$ cat config.mk
export PLATFORM = sky130hd
export DESIGN_NAME = cla_nibble_serial_adder
export DESIGN_NICKNAME = d
export VERILOG_FILES = /design/src/rtl/cla_nibble_serial_adder.sv
export SDC_FILE = /design/constraint.sdc
export NUM_CORES = 1
export LEC_CHECK = 0
export BUFFER_PORTS_ARGS = -buffer_cell sky130_fd_sc_hd__buf_2
export CAP_MARGIN = 10
export CORE_MARGIN = 4
export CORE_UTILIZATION = 53
export CTS_CLUSTER_SIZE = 12
export DETAILED_ROUTE_END_ITERATION = 6
export GPL_TIMING_DRIVEN = 1
export PLACE_DENSITY = 0.78
export SLEW_MARGIN = 20
export SYNTH_ARGS = -nofsm -noshare
export SYNTH_HDL_FRONTEND = slang
export SYNTH_SLANG_ARGS = --single-unit
$ cat constraint.sdc
create_clock -name clk -period 2.5 [get_ports clk]
set_input_delay 0.25 -clock clk [delete_from_list [all_inputs] [get_ports clk]]
set_output_delay 0.25 -clock clk [all_outputs]
set_load 0.1 [all_outputs]
$ cat src/rtl/cla_nibble_serial_adder.sv
// Multi-cycle add/subtract: streams WIDTH-bit operands one nibble per clock
// through a single 4-bit carry-lookahead slice, carry held between steps.

module cla4_slice (
    input  logic [3:0] a,
    input  logic [3:0] b,
    input  logic       c_in,
    output logic [3:0] s,
    output logic       c_out
);
    logic [3:0] g, p;
    logic [4:0] c;

    assign g = a & b;
    assign p = a ^ b;

    // All carries flattened from g/p/c_in so none ripples through another.
    assign c[0] = c_in;
    assign c[1] = g[0] | (p[0] & c_in);
    assign c[2] = g[1] | (p[1] & g[0]) | (p[1] & p[0] & c_in);
    assign c[3] = g[2] | (p[2] & g[1]) | (p[2] & p[1] & g[0])
                | (p[2] & p[1] & p[0] & c_in);
    assign c[4] = g[3] | (p[3] & g[2]) | (p[3] & p[2] & g[1])
                | (p[3] & p[2] & p[1] & g[0]) | (p[3] & p[2] & p[1] & p[0] & c_in);

    assign s     = p ^ c[3:0];
    assign c_out = c[4];
endmodule

module cla_nibble_serial_adder #(
    parameter int WIDTH = 16
) (
    input  logic             clk,
    input  logic             rst,
    input  logic             start,
    input  logic             sub,
    input  logic [WIDTH-1:0] a,
    input  logic [WIDTH-1:0] b,
    output logic             busy,
    output logic             done,
    output logic [WIDTH-1:0] sum,
    output logic             c_out,
    output logic             overflow
);
    localparam int N      = WIDTH / 4;
    localparam int STEP_W = (N > 1) ? $clog2(N) : 1;

    typedef enum logic [1:0] {IDLE, RUN, DONE} state_t;

    state_t            state_q, state_d;
    logic [STEP_W-1:0] step_q, step_d;
    logic [WIDTH-1:0]  a_q, a_d, b_q, b_d, sum_q, sum_d;
    logic              carry_q, carry_d, ovf_q, ovf_d;
    logic              accept, last;
    logic [3:0]        sl_s;
    logic              sl_co;

    assign last   = (step_q == STEP_W'(N - 1));
    assign accept = start && (state_q != RUN);

    // Operands shift right each step so the slice always sees bits [3:0].
    cla4_slice u_slice (
        .a     (a_q[3:0]),
        .b     (b_q[3:0]),
        .c_in  (carry_q),
        .s     (sl_s),
        .c_out (sl_co)
    );

    always_ff @(posedge clk) begin
        if (rst) state_q <= IDLE;
        else     state_q <= state_d;
    end

    always_comb begin
        state_d = state_q;
        case (state_q)
            IDLE:    if (start) state_d = RUN;
            RUN:     if (last) state_d = DONE;
            DONE:    state_d = start ? RUN : IDLE;
            default: state_d = IDLE;
        endcase
    end

    always_comb begin
        busy = (state_q == RUN);
        done = (state_q == DONE);
    end

    always_comb begin
        a_d     = a_q;
        b_d     = b_q;
        sum_d   = sum_q;
        carry_d = carry_q;
        ovf_d   = ovf_q;
        step_d  = step_q;
        if (accept) begin
            a_d     = a;
            b_d     = sub ? ~b : b;
            carry_d = sub;
            step_d  = '0;
        end else if (state_q == RUN) begin
            a_d     = a_q >> 4;
            b_d     = b_q >> 4;
            // Result fills from the top; after N steps nibble 0 lands at [3:0].
            sum_d   = (sum_q >> 4) | (WIDTH'(sl_s) << (WIDTH - 4));
            carry_d = sl_co;
            step_d  = step_q + 1'b1;
            if (last)
                ovf_d = (a_q[3] == b_q[3]) && (sl_s[3] != a_q[3]);
        end
    end

    always_ff @(posedge clk) begin
        if (rst) begin
            a_q     <= '0;
            b_q     <= '0;
            sum_q   <= '0;
            carry_q <= 1'b0;
            ovf_q   <= 1'b0;
            step_q  <= '0;
        end else begin
            a_q     <= a_d;
            b_q     <= b_d;
            sum_q   <= sum_d;
            carry_q <= carry_d;
            ovf_q   <= ovf_d;
            step_q  <= step_d;
        end
    end

    assign sum      = sum_q;
    assign c_out    = carry_q;
    assign overflow = ovf_q;
endmodule

==> results of run 1 <==
cell usage in the layout, fill, tap and decap left out, types with 2 or more instances in the layout:
master / netlist / routed
sky130_fd_sc_hd__nor2_1: 37 / 37
sky130_fd_sc_hd__ha_1: 5 / 5
sky130_fd_sc_hd__inv_1: 4 / 4
sky130_fd_sc_hd__dfxtp_1: 54 / 54
sky130_fd_sc_hd__a21oi_1: 28 / 28
sky130_fd_sc_hd__mux2i_1: 17 / 17
sky130_fd_sc_hd__nand2b_1: 4 / 3
sky130_fd_sc_hd__nand3b_1: 4 / 4
sky130_fd_sc_hd__a2111oi_0: 2 / 2
sky130_fd_sc_hd__a211o_1: 13 / 13
sky130_fd_sc_hd__nor2b_1: 2 / 2
sky130_fd_sc_hd__buf_2: 10 / 54
sky130_fd_sc_hd__xnor2_1: 17 / 17
sky130_fd_sc_hd__clkbuf_8: 0 / 5
sky130_fd_sc_hd__a211oi_1: 18 / 18
sky130_fd_sc_hd__nand2_1: 39 / 39
sky130_fd_sc_hd__nor3_1: 2 / 2
sky130_fd_sc_hd__nor3b_1: 2 / 2
sky130_fd_sc_hd__buf_4: 2 / 5
flip-flops by register name, summed over array words and instances (netlist names):
| register | cells |
|---|---|
| a_q | 16 |
| b_q | 16 |
| sum | 16 |
| state_q | 2 |
| step_q | 2 |
| c_out | 1 |
| overflow | 1 |
power groups by stage:
stage / Clock (mW) / Sequential (mW) / Combinational, mW
global route: 0.636 / 0.963 / 0.436
floorplan: 0 / 1.04 / 0.242
detailed placement: 0 / 0.974 / 0.393
CTS: 0.601 / 0.955 / 0.394
global placement: 0 / 0.973 / 0.386
finish: 0.583 / 0.955 / 0.393
kinds of logic after synthesis:
| kind of cell | after synthesis | share of synthesized area, % |
|---|---|---|
| DFF | 54 | 43.2 |
| buffers and inverters | 28 | 4.99 |
| adders and majority gates | 6 | 3.30 |
| and+or+nand+nor | 97 | 17.4 |
| muxes | 17 | 6.79 |
| xor gates and xnor gates | 17 | 5.94 |
| AOI/OAI and AO/OA | 68 | 18.4 |
layout make-up:
| type | count | area (µm²) |
|---|---|---|
| Clock buffer | 5 | 68.8 |
| Clock inverter | 3 | 43.8 |
| Fill cell | 372 | 1570 |
| Tap cell | 52 | 65.1 |
| Multi-Input combinational cell | 205 | 1300 |
| Timing Repair Buffer | 60 | 328 |
| Inverter | 5 | 18.8 |
| Sequential cell | 54 | 1080 |
worst reg2reg max path, delay by kind of cell (launching register included):
kind                   cells  cell delay (ns)
buffers and inverters      1             0.38
and+or+nand+nor            2             0.86
AOI/OAI and AO/OA          1             0.11
DFF                        1             0.35
routing by layer:
layer / up-vias / track usage, % / wire length [µm]
met2: 50 / 30.7 / 2360
met3: 7 / 4.57 / 283
met5: - / 0 / 0
met4: 0 / 7.07 / 84
li1: 1080 / - / -
met1: 946 / 20.7 / 2250
worst max path at each step:
stage | cells past startpoint | slack, ns | end
final | 4 | 0.39 | busy
after global routing | 4 | 0.24 | busy
after detailed placement | 4 | 0.68 | sum[15]
after CTS | 4 | 0.37 | busy
after floorplan | 5 | 0.51 | sum[13]
after global placement | 4 | 0.71 | sum[15]
==> flow_summary.html, run 1 <==
<table>
<tr><th>Metric</th><th>Value</th></tr>
<tr><th colspan="2">Run status</th></tr>
<tr><td>Outcome</td><td>finished, final reports clean</td></tr>
<tr><th colspan="2">Logic synthesis</th></tr>
<tr><td>Cell with the most instances after synthesis</td><td>sky130_fd_sc_hd__dfxtp_1</td></tr>
<tr><td>Number of warnings issued by yosys</td><td>0</td></tr>
<tr><td>Post-synthesis cell area</td><td>0.00250 mm²</td></tr>
<tr><td>Syn_nets</td><td>about 330</td></tr>
<tr><td>Synth area leaders</td><td>sky130_fd_sc_hd__dfxtp_1, sky130_fd_sc_hd__mux2i_1, sky130_fd_sc_hd__xnor2_1, sky130_fd_sc_hd__nand2_1, sky130_fd_sc_hd__a21oi_1</td></tr>
<tr><td>Post-synth top area share</td><td>between 40% and 50%</td></tr>
<tr><td>Main synth FF type</td><td>sky130_fd_sc_hd__dfxtp_1</td></tr>
<tr><td>Proportion of synthesized chip area in sequential cells</td><td>roughly 43%</td></tr>
<tr><td>Ranking of synthesized cells by instance count</td><td>sky130_fd_sc_hd__dfxtp_1, sky130_fd_sc_hd__nand2_1, sky130_fd_sc_hd__nor2_1</td></tr>
<tr><td>Synthesized area per cell</td><td>8.73 µm²</td></tr>
<tr><td>Fraction of synthesis flops using an asynchronous set or reset pin</td><td>0%</td></tr>
<tr><td>Number of instances in the synthesized netlist</td><td>about 290</td></tr>
<tr><td>Flops &amp; latches, synth</td><td>54</td></tr>
<tr><td>EDFF count, synth</td><td>0</td></tr>
<tr><td>Synth cell types</td><td>36</td></tr>
<tr><td>Post-synthesis cell type with the largest combined area</td><td>sky130_fd_sc_hd__dfxtp_1</td></tr>
<tr><th colspan="2">Place</th></tr>
<tr><td>Port-buffer cells</td><td>55</td></tr>
<tr><td>Post-placement cell area</td><td>0.00279 mm²</td></tr>
<tr><td>Weighted congestion at the end of routability-driven global placement</td><td>approximately 0.90</td></tr>
<tr><td>Detailed placer's ending HPWL</td><td>3.49 mm</td></tr>
<tr><td>Number of placed instances with taps included</td><td>about 380</td></tr>
<tr><td>Post-placement worst setup slack</td><td>around 0.68 ns</td></tr>
<tr><th colspan="2">STA</th></tr>
<tr><td>Final clock period utilization by the worst path</td><td>about 84%</td></tr>
<tr><td>Pins Over Slew Limit</td><td>0</td></tr>
<tr><td>Final Hold Slack</td><td>0.165 ns</td></tr>
<tr><td>Worst Max-Slew Pin Slew</td><td>just over 0.5 ns</td></tr>
<tr><td>Achievable Freq</td><td>0.474 GHz</td></tr>
<tr><td>Unrepaired setup endpoints after global routing</td><td>no</td></tr>
<tr><td>Clock tree skew after final layout</td><td>between 0.009 and 0.01 ns</td></tr>
<tr><td>Slew HR</td><td>between 60 and 70%</td></tr>
<tr><td>Number of hold-slack violations in the final timing report</td><td>0</td></tr>
<tr><td>Crit path setup slack, layout</td><td>slightly below 0.4 ns</td></tr>
<tr><td>Crit path time final</td><td>roughly 2.1 ns</td></tr>
<tr><td>Final setup violation count</td><td>0</td></tr>
<tr><td>Aggregate negative setup slack</td><td>0 ns</td></tr>
<tr><th colspan="2">Power and ir drop</th></tr>
<tr><td>Power consumption</td><td>~1.9 mW</td></tr>
<tr><td>Power dissipated by switching net loads</td><td>between 0.5 and 0.6 mW</td></tr>
<tr><td>Maximum vdd drop</td><td>444 µV</td></tr>
<tr><td>Standby leakage power</td><td>roughly 1.3 nW</td></tr>
<tr><td>Sequential power share</td><td>between 40% and 50%</td></tr>
<tr><td>Clock network power share</td><td>~30%</td></tr>
<tr><td>Logic gate share of total power</td><td>20.3%</td></tr>
<tr><td>Cell internal power dissipation</td><td>1.36 mW</td></tr>
<tr><td>Ratio of total power to cell area</td><td>approximately 660 mW/mm²</td></tr>
<tr><td>Switching part of the total power</td><td>29.4%</td></tr>
<tr><th colspan="2">CTS</th></tr>
<tr><td>Root buffer cell</td><td>sky130_fd_sc_hd__clkbuf_8</td></tr>
<tr><td>Post-cts repair resize count</td><td>0</td></tr>
<tr><td>Maximum buffer depth of the clock tree</td><td>2</td></tr>
<tr><td>CTS tree</td><td>built</td></tr>
<tr><td># H-tree levels</td><td>2</td></tr>
<tr><td>Total number of clock tree sinks</td><td>between 50 and 60</td></tr>
<tr><td>Buffers inserted by post-CTS timing repair</td><td>0</td></tr>
<tr><td>Clock insertion delay at the later pin of the skew report</td><td>around 0.31 ns</td></tr>
<tr><td>Number of buffers added by the clock tree synthesis step</td><td>5</td></tr>
<tr><td>Clock transition at the registers of the reported paths</td><td>0.10 ns</td></tr>
<tr><td>Hold-fix buffers, CTS</td><td>0</td></tr>
<tr><th colspan="2">Route</th></tr>
<tr><td>Residual DRC count</td><td>0</td></tr>
<tr><td>Antenna viol nets, final</td><td>0</td></tr>
<tr><td>Total wirelength of the detailed-routed design</td><td>4.98 mm</td></tr>
<tr><td>Wirelength per Cell</td><td>about 13 µm</td></tr>
<tr><td>Avg Vias per Cell</td><td>5.42</td></tr>
<tr><td>Vias after detailed routing</td><td>between 2000 and 2500</td></tr>
<tr><td>Starting DRT DRC Count</td><td>approximately 130</td></tr>
<tr><td>Number of iterations in the first detailed-routing pass</td><td>4</td></tr>
<tr><th colspan="2">Worst hold path</th></tr>
<tr><td>Start point of the worst hold path</td><td>a[12]</td></tr>
<tr><td>Type of the most critical hold path</td><td>in2reg</td></tr>
<tr><td>Number of cells on the worst hold path</td><td>3</td></tr>
<tr><td>Worst hold path endpoint</td><td>a_q[12]</td></tr>
<tr><th colspan="2">Setup path</th></tr>
<tr><td>Reg-to-reg startpoint</td><td>state_q[1]</td></tr>
<tr><td>Buf+Inv Stages, Crit Path</td><td>3</td></tr>
<tr><td>CP max FO</td><td>27</td></tr>
<tr><td>Terminus of the critical flop-to-flop path</td><td>sum[15]</td></tr>
<tr><td>Worst Path Arrival</td><td>1.86 ns</td></tr>
<tr><td>Cells on worst reg2reg path</td><td>4</td></tr>
<tr><td>Kind of cell with the highest combined delay on the critical path</td><td>buffers and inverters</td></tr>
<tr><td>Data required time of the worst path</td><td>~2.3 ns</td></tr>
<tr><td>Critical Path End Type</td><td>output port</td></tr>
<tr><td>Largest stage delay on the critical path</td><td>0.35 ns</td></tr>
<tr><td>Critical path launch point</td><td>state_q[1]</td></tr>
<tr><td>Cell with the largest stage delay on the worst path</td><td>sky130_fd_sc_hd__buf_4</td></tr>
<tr><td>Cell Chain, Critical Path</td><td>nand2b_2, inv_2, buf_4, buf_12</td></tr>
<tr><td>Class of the most critical setup path</td><td>reg2out</td></tr>
<tr><td>Worst setup SP type</td><td>register</td></tr>
<tr><td>Worst-case register-to-register setup slack</td><td>between 0.6 and 0.7 ns</td></tr>
<tr><th colspan="2">Floorplanning</th></tr>
<tr><td>Core Footprint</td><td>~0.0045 mm²</td></tr>
<tr><td>Die Span X</td><td>~77 µm</td></tr>
<tr><td>Number of placement rows</td><td>24</td></tr>
<tr><td>Starting utilization of the core area</td><td>approximately 56%</td></tr>
<tr><td>Die Span Y</td><td>between 70 and 80 µm</td></tr>
<tr><td>Die ar.</td><td>~0.0059 mm²</td></tr>
<tr><td>Number of primary I/O pins</td><td>56</td></tr>
<tr><th colspan="2">Job</th></tr>
<tr><td># Max-Cap Violations</td><td>0</td></tr>
<tr><th colspan="2">Layout</th></tr>
<tr><td>Total non-filler cell area in the finished layout</td><td>a little under 0.003 mm²</td></tr>
<tr><td>Number of diodes</td><td>0</td></tr>
<tr><td>Share of cells above drive strength 1</td><td>22.3%</td></tr>
<tr><td>Area growth syn-to-layout</td><td>16.0%</td></tr>
<tr><td>Number of nets in the finished design</td><td>~370</td></tr>
<tr><td>Fin cells</td><td>roughly 380</td></tr>
<tr><td>Final core utilization</td><td>65.0%</td></tr>
<tr><th colspan="2">GRT</th></tr>
<tr><td>Pin count of the biggest net entering global routing</td><td>33</td></tr>
<tr><td>Vias in the first global route</td><td>roughly 2000</td></tr>
<tr><td>GRT overflow</td><td>0</td></tr>
<tr><td>Initial antenna violation count</td><td>0</td></tr>
<tr><td>Global-route wire length before repair</td><td>roughly 8.7 mm</td></tr>
<tr><td>Overall fraction of global-route tracks in use</td><td>around 18%</td></tr>
</table>
No activity file was read; power rests on OpenSTA's default activity.
==> run 2, diff against run 1 <==
ABC_AREA = 1   (was default)
CORE_UTILIZATION = 48   (was 53)
PLACE_DENSITY = 0.75   (was 0.78)
clock period = 1.7 ns   (was 2.5 ns; I/O delays follow)
==> flow_summary.html, run 2 <==
<table>
<tr><th>Metric</th><th>Value</th></tr>
<tr><th colspan="2">Run status</th></tr>
<tr><td>Outcome</td><td>finished, final reports clean</td></tr>
<tr><th colspan="2">Worst hold path</th></tr>
<tr><td>Worst hold path endpoint</td><td>a_q[12]</td></tr>
<tr><td>Number of cells on the worst hold path</td><td>3 (unchanged)</td></tr>
<tr><td>Start point of the worst hold path</td><td>a[12]</td></tr>
<tr><td>Type of the most critical hold path</td><td>in2reg</td></tr>
<tr><th colspan="2">Floorplanning</th></tr>
<tr><td>Starting utilization of the core area</td><td>49.6% (-6.4 points)</td></tr>
<tr><td>Die Span X</td><td>80.9 µm (+5.3%)</td></tr>
<tr><td>Core Footprint</td><td>0.00514 mm² (+15%)</td></tr>
<tr><td>Number of placement rows</td><td>26 (+8.3%)</td></tr>
<tr><td>Number of primary I/O pins</td><td>56 (unchanged)</td></tr>
<tr><td>Die ar.</td><td>0.00654 mm² (+11%)</td></tr>
<tr><td>Die Span Y</td><td>80.9 µm (+5.3%)</td></tr>
<tr><th colspan="2">STA</th></tr>
<tr><td>Final Hold Slack</td><td>0.0987 ns (-0.0665 ns)</td></tr>
<tr><td>Number of hold-slack violations in the final timing report</td><td>0 (unchanged)</td></tr>
<tr><td>Final setup violation count</td><td>0 (unchanged)</td></tr>
<tr><td>Unrepaired setup endpoints after global routing</td><td>no</td></tr>
<tr><td>Worst Max-Slew Pin Slew</td><td>0.562 ns (+0.0496 ns)</td></tr>
<tr><td>Slew HR</td><td>62.5% (-3.3 points)</td></tr>
<tr><td>Final clock period utilization by the worst path</td><td>94.2%</td></tr>
<tr><td>Crit path time final</td><td>approximately 1.6 ns</td></tr>
<tr><td>Crit path setup slack, layout</td><td>0.0981 ns (-0.292 ns)</td></tr>
<tr><td>Achievable Freq</td><td>between 0.6 and 0.7 GHz</td></tr>
<tr><td>Clock tree skew after final layout</td><td>0.00904 ns (-0.000372 ns)</td></tr>
<tr><td>Pins Over Slew Limit</td><td>0 (unchanged)</td></tr>
<tr><td>Aggregate negative setup slack</td><td>0 ns (unchanged)</td></tr>
<tr><th colspan="2">Place</th></tr>
<tr><td>Post-placement worst setup slack</td><td>0.316 ns (-0.366 ns)</td></tr>
<tr><td>Weighted congestion at the end of routability-driven global placement</td><td>0.896 (-0.63%)</td></tr>
<tr><td>Detailed placer's ending HPWL</td><td>3.84 mm (+10%)</td></tr>
<tr><td>Port-buffer cells</td><td>55 (unchanged)</td></tr>
<tr><td>Post-placement cell area</td><td>0.00285 mm² (+2.1%)</td></tr>
<tr><th colspan="2">Power and ir drop</th></tr>
<tr><td>Sequential power share</td><td>48.8% (-0.6 points)</td></tr>
<tr><td>Maximum vdd drop</td><td>545 µV (+23%)</td></tr>
<tr><td>Logic gate share of total power</td><td>25.4% (+5.1 points)</td></tr>
<tr><td>Ratio of total power to cell area</td><td>977 mW/mm² (+47%)</td></tr>
<tr><td>Clock network power share</td><td>25.7% (-4.5 points)</td></tr>
<tr><td>Power dissipated by switching net loads</td><td>0.994 mW (+75%)</td></tr>
<tr><td>Switching part of the total power</td><td>34.6% (+5.2 points)</td></tr>
<tr><td>Cell internal power dissipation</td><td>1.88 mW (+38%)</td></tr>
<tr><td>Standby leakage power</td><td>1.39 nW (+9.4%)</td></tr>
<tr><th colspan="2">Route</th></tr>
<tr><td>Wirelength per Cell</td><td>11.7 µm (-9.8%)</td></tr>
<tr><td>Vias after detailed routing</td><td>2210 (+6.1%)</td></tr>
<tr><td>Number of iterations in the first detailed-routing pass</td><td>4 (unchanged)</td></tr>
<tr><td>Residual DRC count</td><td>0 (unchanged)</td></tr>
<tr><td>Avg Vias per Cell</td><td>4.80 (-11%)</td></tr>
<tr><td>Total wirelength of the detailed-routed design</td><td>5.38 mm (+8.1%)</td></tr>
<tr><td>Starting DRT DRC Count</td><td>122 (-8.3%)</td></tr>
<tr><td>Antenna viol nets, final</td><td>0 (unchanged)</td></tr>
<tr><th colspan="2">Layout</th></tr>
<tr><td>Most frequent standard cell in the layout excluding fill and tap cells</td><td>sky130_fd_sc_hd__nand2_1</td></tr>
<tr><td>Commonest cells after routing, fill and taps aside</td><td>sky130_fd_sc_hd__nand2_1, sky130_fd_sc_hd__buf_2, sky130_fd_sc_hd__dfxtp_1</td></tr>
<tr><td>Number of diodes</td><td>0 (unchanged)</td></tr>
<tr><td>Area growth syn-to-layout</td><td>15.4%</td></tr>
<tr><td>Final core utilization</td><td>57.2% (-7.8 points)</td></tr>
<tr><td>Total of fill cells in the finished design</td><td>504 (+35%)</td></tr>
<tr><td>Share of cells above drive strength 1</td><td>20.0% (-2.3 points)</td></tr>
<tr><td>Total non-filler cell area in the finished layout</td><td>0.00294 mm² (+1.1%)</td></tr>
<tr><td>Number of nets in the finished design</td><td>431 (+16%)</td></tr>
<tr><th colspan="2">Setup path</th></tr>
<tr><td>Critical Path End Type</td><td>output port</td></tr>
<tr><td>CP max FO</td><td>33 (+22%)</td></tr>
<tr><td>Cell Chain, Critical Path</td><td>nand2_4, inv_4, buf_12</td></tr>
<tr><td>Worst-case register-to-register setup slack</td><td>0.17 ns (-0.51 ns)</td></tr>
<tr><td>Terminus of the critical flop-to-flop path</td><td>b_q[9]</td></tr>
<tr><td>Data required time of the worst path</td><td>1.53 ns (-0.72 ns)</td></tr>
<tr><td>Worst setup SP type</td><td>register</td></tr>
<tr><td>Worst Path Arrival</td><td>1.43 ns (-0.43 ns)</td></tr>
<tr><td>Cells on worst reg2reg path</td><td>6 (+2)</td></tr>
<tr><td>Class of the most critical setup path</td><td>reg2out</td></tr>
<tr><td>Cell with the largest stage delay on the worst path</td><td>sky130_fd_sc_hd__dfxtp_1</td></tr>
<tr><td>Reg-to-reg startpoint</td><td>state_q[0]</td></tr>
<tr><td>Largest stage delay on the critical path</td><td>0.42 ns (+0.07 ns)</td></tr>
<tr><th colspan="2">Logic synthesis</th></tr>
<tr><td>Number of instances in the synthesized netlist</td><td>341 (+19%)</td></tr>
<tr><td>Number of warnings issued by yosys</td><td>0 (unchanged)</td></tr>
<tr><td>Post-synth top area share</td><td>42.4% (-0.72 points)</td></tr>
<tr><td>Flops &amp; latches, synth</td><td>54 (unchanged)</td></tr>
<tr><td>Cell with the most instances after synthesis</td><td>sky130_fd_sc_hd__nand2_1</td></tr>
<tr><td>Proportion of synthesized chip area in sequential cells</td><td>42.4% (-0.72 points)</td></tr>
<tr><td>Fraction of synthesis flops using an asynchronous set or reset pin</td><td>0% (unchanged)</td></tr>
<tr><td>Ranking of synthesized cells by instance count</td><td>sky130_fd_sc_hd__nand2_1, sky130_fd_sc_hd__dfxtp_1, sky130_fd_sc_hd__nor2_1</td></tr>
<tr><td>Synth cell types</td><td>29 (-19%)</td></tr>
<tr><td>Syn_nets</td><td>383 (+16%)</td></tr>
<tr><td>EDFF count, synth</td><td>0 (unchanged)</td></tr>
<tr><td>Main synth FF type</td><td>sky130_fd_sc_hd__dfxtp_1</td></tr>
<tr><td>Synthesized area per cell</td><td>7.47 µm² (-14%)</td></tr>
<tr><td>Synth area leaders</td><td>sky130_fd_sc_hd__dfxtp_1, sky130_fd_sc_hd__nand2_1, sky130_fd_sc_hd__nor2_1, sky130_fd_sc_hd__xor2_1, sky130_fd_sc_hd__inv_1</td></tr>
<tr><td>Post-synthesis cell type with the largest combined area</td><td>sky130_fd_sc_hd__dfxtp_1</td></tr>
<tr><td>Post-synthesis cell area</td><td>0.00255 mm² (+1.7%)</td></tr>
<tr><th colspan="2">CTS</th></tr>
<tr><td>Clock insertion delay at the later pin of the skew report</td><td>0.31 ns (about the same)</td></tr>
<tr><td>Maximum buffer depth of the clock tree</td><td>2 (unchanged)</td></tr>
<tr><td>Hold-fix buffers, CTS</td><td>0 (unchanged)</td></tr>
<tr><td># H-tree levels</td><td>2 (unchanged)</td></tr>
<tr><td>Root buffer cell</td><td>sky130_fd_sc_hd__clkbuf_8</td></tr>
<tr><td>Number of buffers added by the clock tree synthesis step</td><td>5 (unchanged)</td></tr>
<tr><td>Clock transition at the registers of the reported paths</td><td>0.09 ns (about the same)</td></tr>
<tr><td>CTS tree</td><td>built</td></tr>
<tr><td>Total number of clock tree sinks</td><td>54 (unchanged)</td></tr>
<tr><th colspan="2">GRT</th></tr>
<tr><td>Initial antenna violation count</td><td>0 (unchanged)</td></tr>
<tr><td>Global-route wire length before repair</td><td>9.10 mm (+4.9%)</td></tr>
<tr><td>Pin count of the biggest net entering global routing</td><td>34 (+3.0%)</td></tr>
<tr><td>GRT overflow</td><td>0 (unchanged)</td></tr>
<tr><td>Vias in the first global route</td><td>2075 (+3.0%)</td></tr>
<tr><td>Overall fraction of global-route tracks in use</td><td>17.7% (-0.046 points)</td></tr>
<tr><th colspan="2">Job</th></tr>
<tr><td># Max-Cap Violations</td><td>0 (unchanged)</td></tr>
</table>
==> run 2: changes by cell type after synthesis, moves of 6 or more <==
cell,before,now
sky130_fd_sc_hd__a211o_1,13,0
sky130_fd_sc_hd__a211oi_1,18,0
sky130_fd_sc_hd__inv_1,4,41
sky130_fd_sc_hd__mux2i_1,17,0
sky130_fd_sc_hd__nand2_1,39,70
sky130_fd_sc_hd__nand3_1,1,8
sky130_fd_sc_hd__nor2_1,37,47
sky130_fd_sc_hd__o21ai_0,1,23
sky130_fd_sc_hd__o221ai_1,0,6
sky130_fd_sc_hd__xnor2_1,17,1
sky130_fd_sc_hd__xor2_1,0,18
==> run 2: timing repair <==
item,in CTS,in global routing
buffers inserted,0,0
setup endpoints to repair,1,0
resized for setup,0,0
==> run 2: how the worst max path moves through the flow <==
| stage | start | end | slack (ns) | cells after the start |
|---|---|---|---|---|
| final | state_q[0] | busy | 0.1 | 3 |
| after CTS | state_q[0] | busy | 0.09 | 3 |
| after global routing | state_q[0] | busy | 0.009 | 3 |
| after global placement | a_q[2] | sum[15] | 0.35 | 8 |
| after floorplan | c_out | sum[13] | 0.08 | 4 |
| after detailed placement | state_q[0] | a_q[10] | 0.32 | 7 |
==> run 2: per-layer routing <==
metal / routed length [µm] / share of wire [%] / vias up / track usage [%]
li1: - / - / 1168 / -
met1: 2440 / 45 / 981 / 21.0
met2: 2560 / 48 / 52 / 31.7
met3: 301 / 5.6 / 9 / 4.66
met4: 76 / 1.4 / 0 / 4.05
met5: 0 / 0 / - / 0
==> run 2: layout make-up <==
class / instances / area, µm² / area share, %
Inverter: 44 / 168 / 5.70
Sequential cell: 54 / 1080 / 36.8
Multi-Input combinational cell: 224 / 1180 / 40.1
Clock inverter: 2 / 12.5 / 0.426
Clock buffer: 6 / 82.6 / 2.81
Tap cell: 70 / 87.6 / 2.98
Timing Repair Buffer: 60 / 328 / 11.2
==> run 2: metrics by stage <==
step,instances,power (mW)
global route,460,3.03
CTS,460,2.90
floorplan,341,2.02
finish,460,2.87
detailed placement,453,2.17
global placement,453,2.15
==> run 2: critical path: cells and delay by family (launching register included) <==
family	cells	cell delay [ns]
flip-flops	1	0.42
AND/OR/NAND/NOR	1	0.15
buffers and inverters	2	0.56
==> run 2: logic make-up after synthesis <==
family,Yosys count,share of synthesized area [%]
and+or+nand+nor,133,21.4
AOI/OAI and AO/OA,66,15.0
buffers and inverters,63,11.4
DFF,54,42.4
xor gates and xnor gates,19,6.53
adders and majority gates,6,3.24
==> run 2: power by group through the flow <==
stage | Clock, mW | Combinational (mW) | Sequential, mW
after global routing | 0.815 | 0.804 | 1.41
final | 0.739 | 0.731 | 1.40
after detailed placement | 0 | 0.735 | 1.43
after CTS | 0.757 | 0.736 | 1.40
after global placement | 0 | 0.725 | 1.43
after floorplan | 0 | 0.351 | 1.67
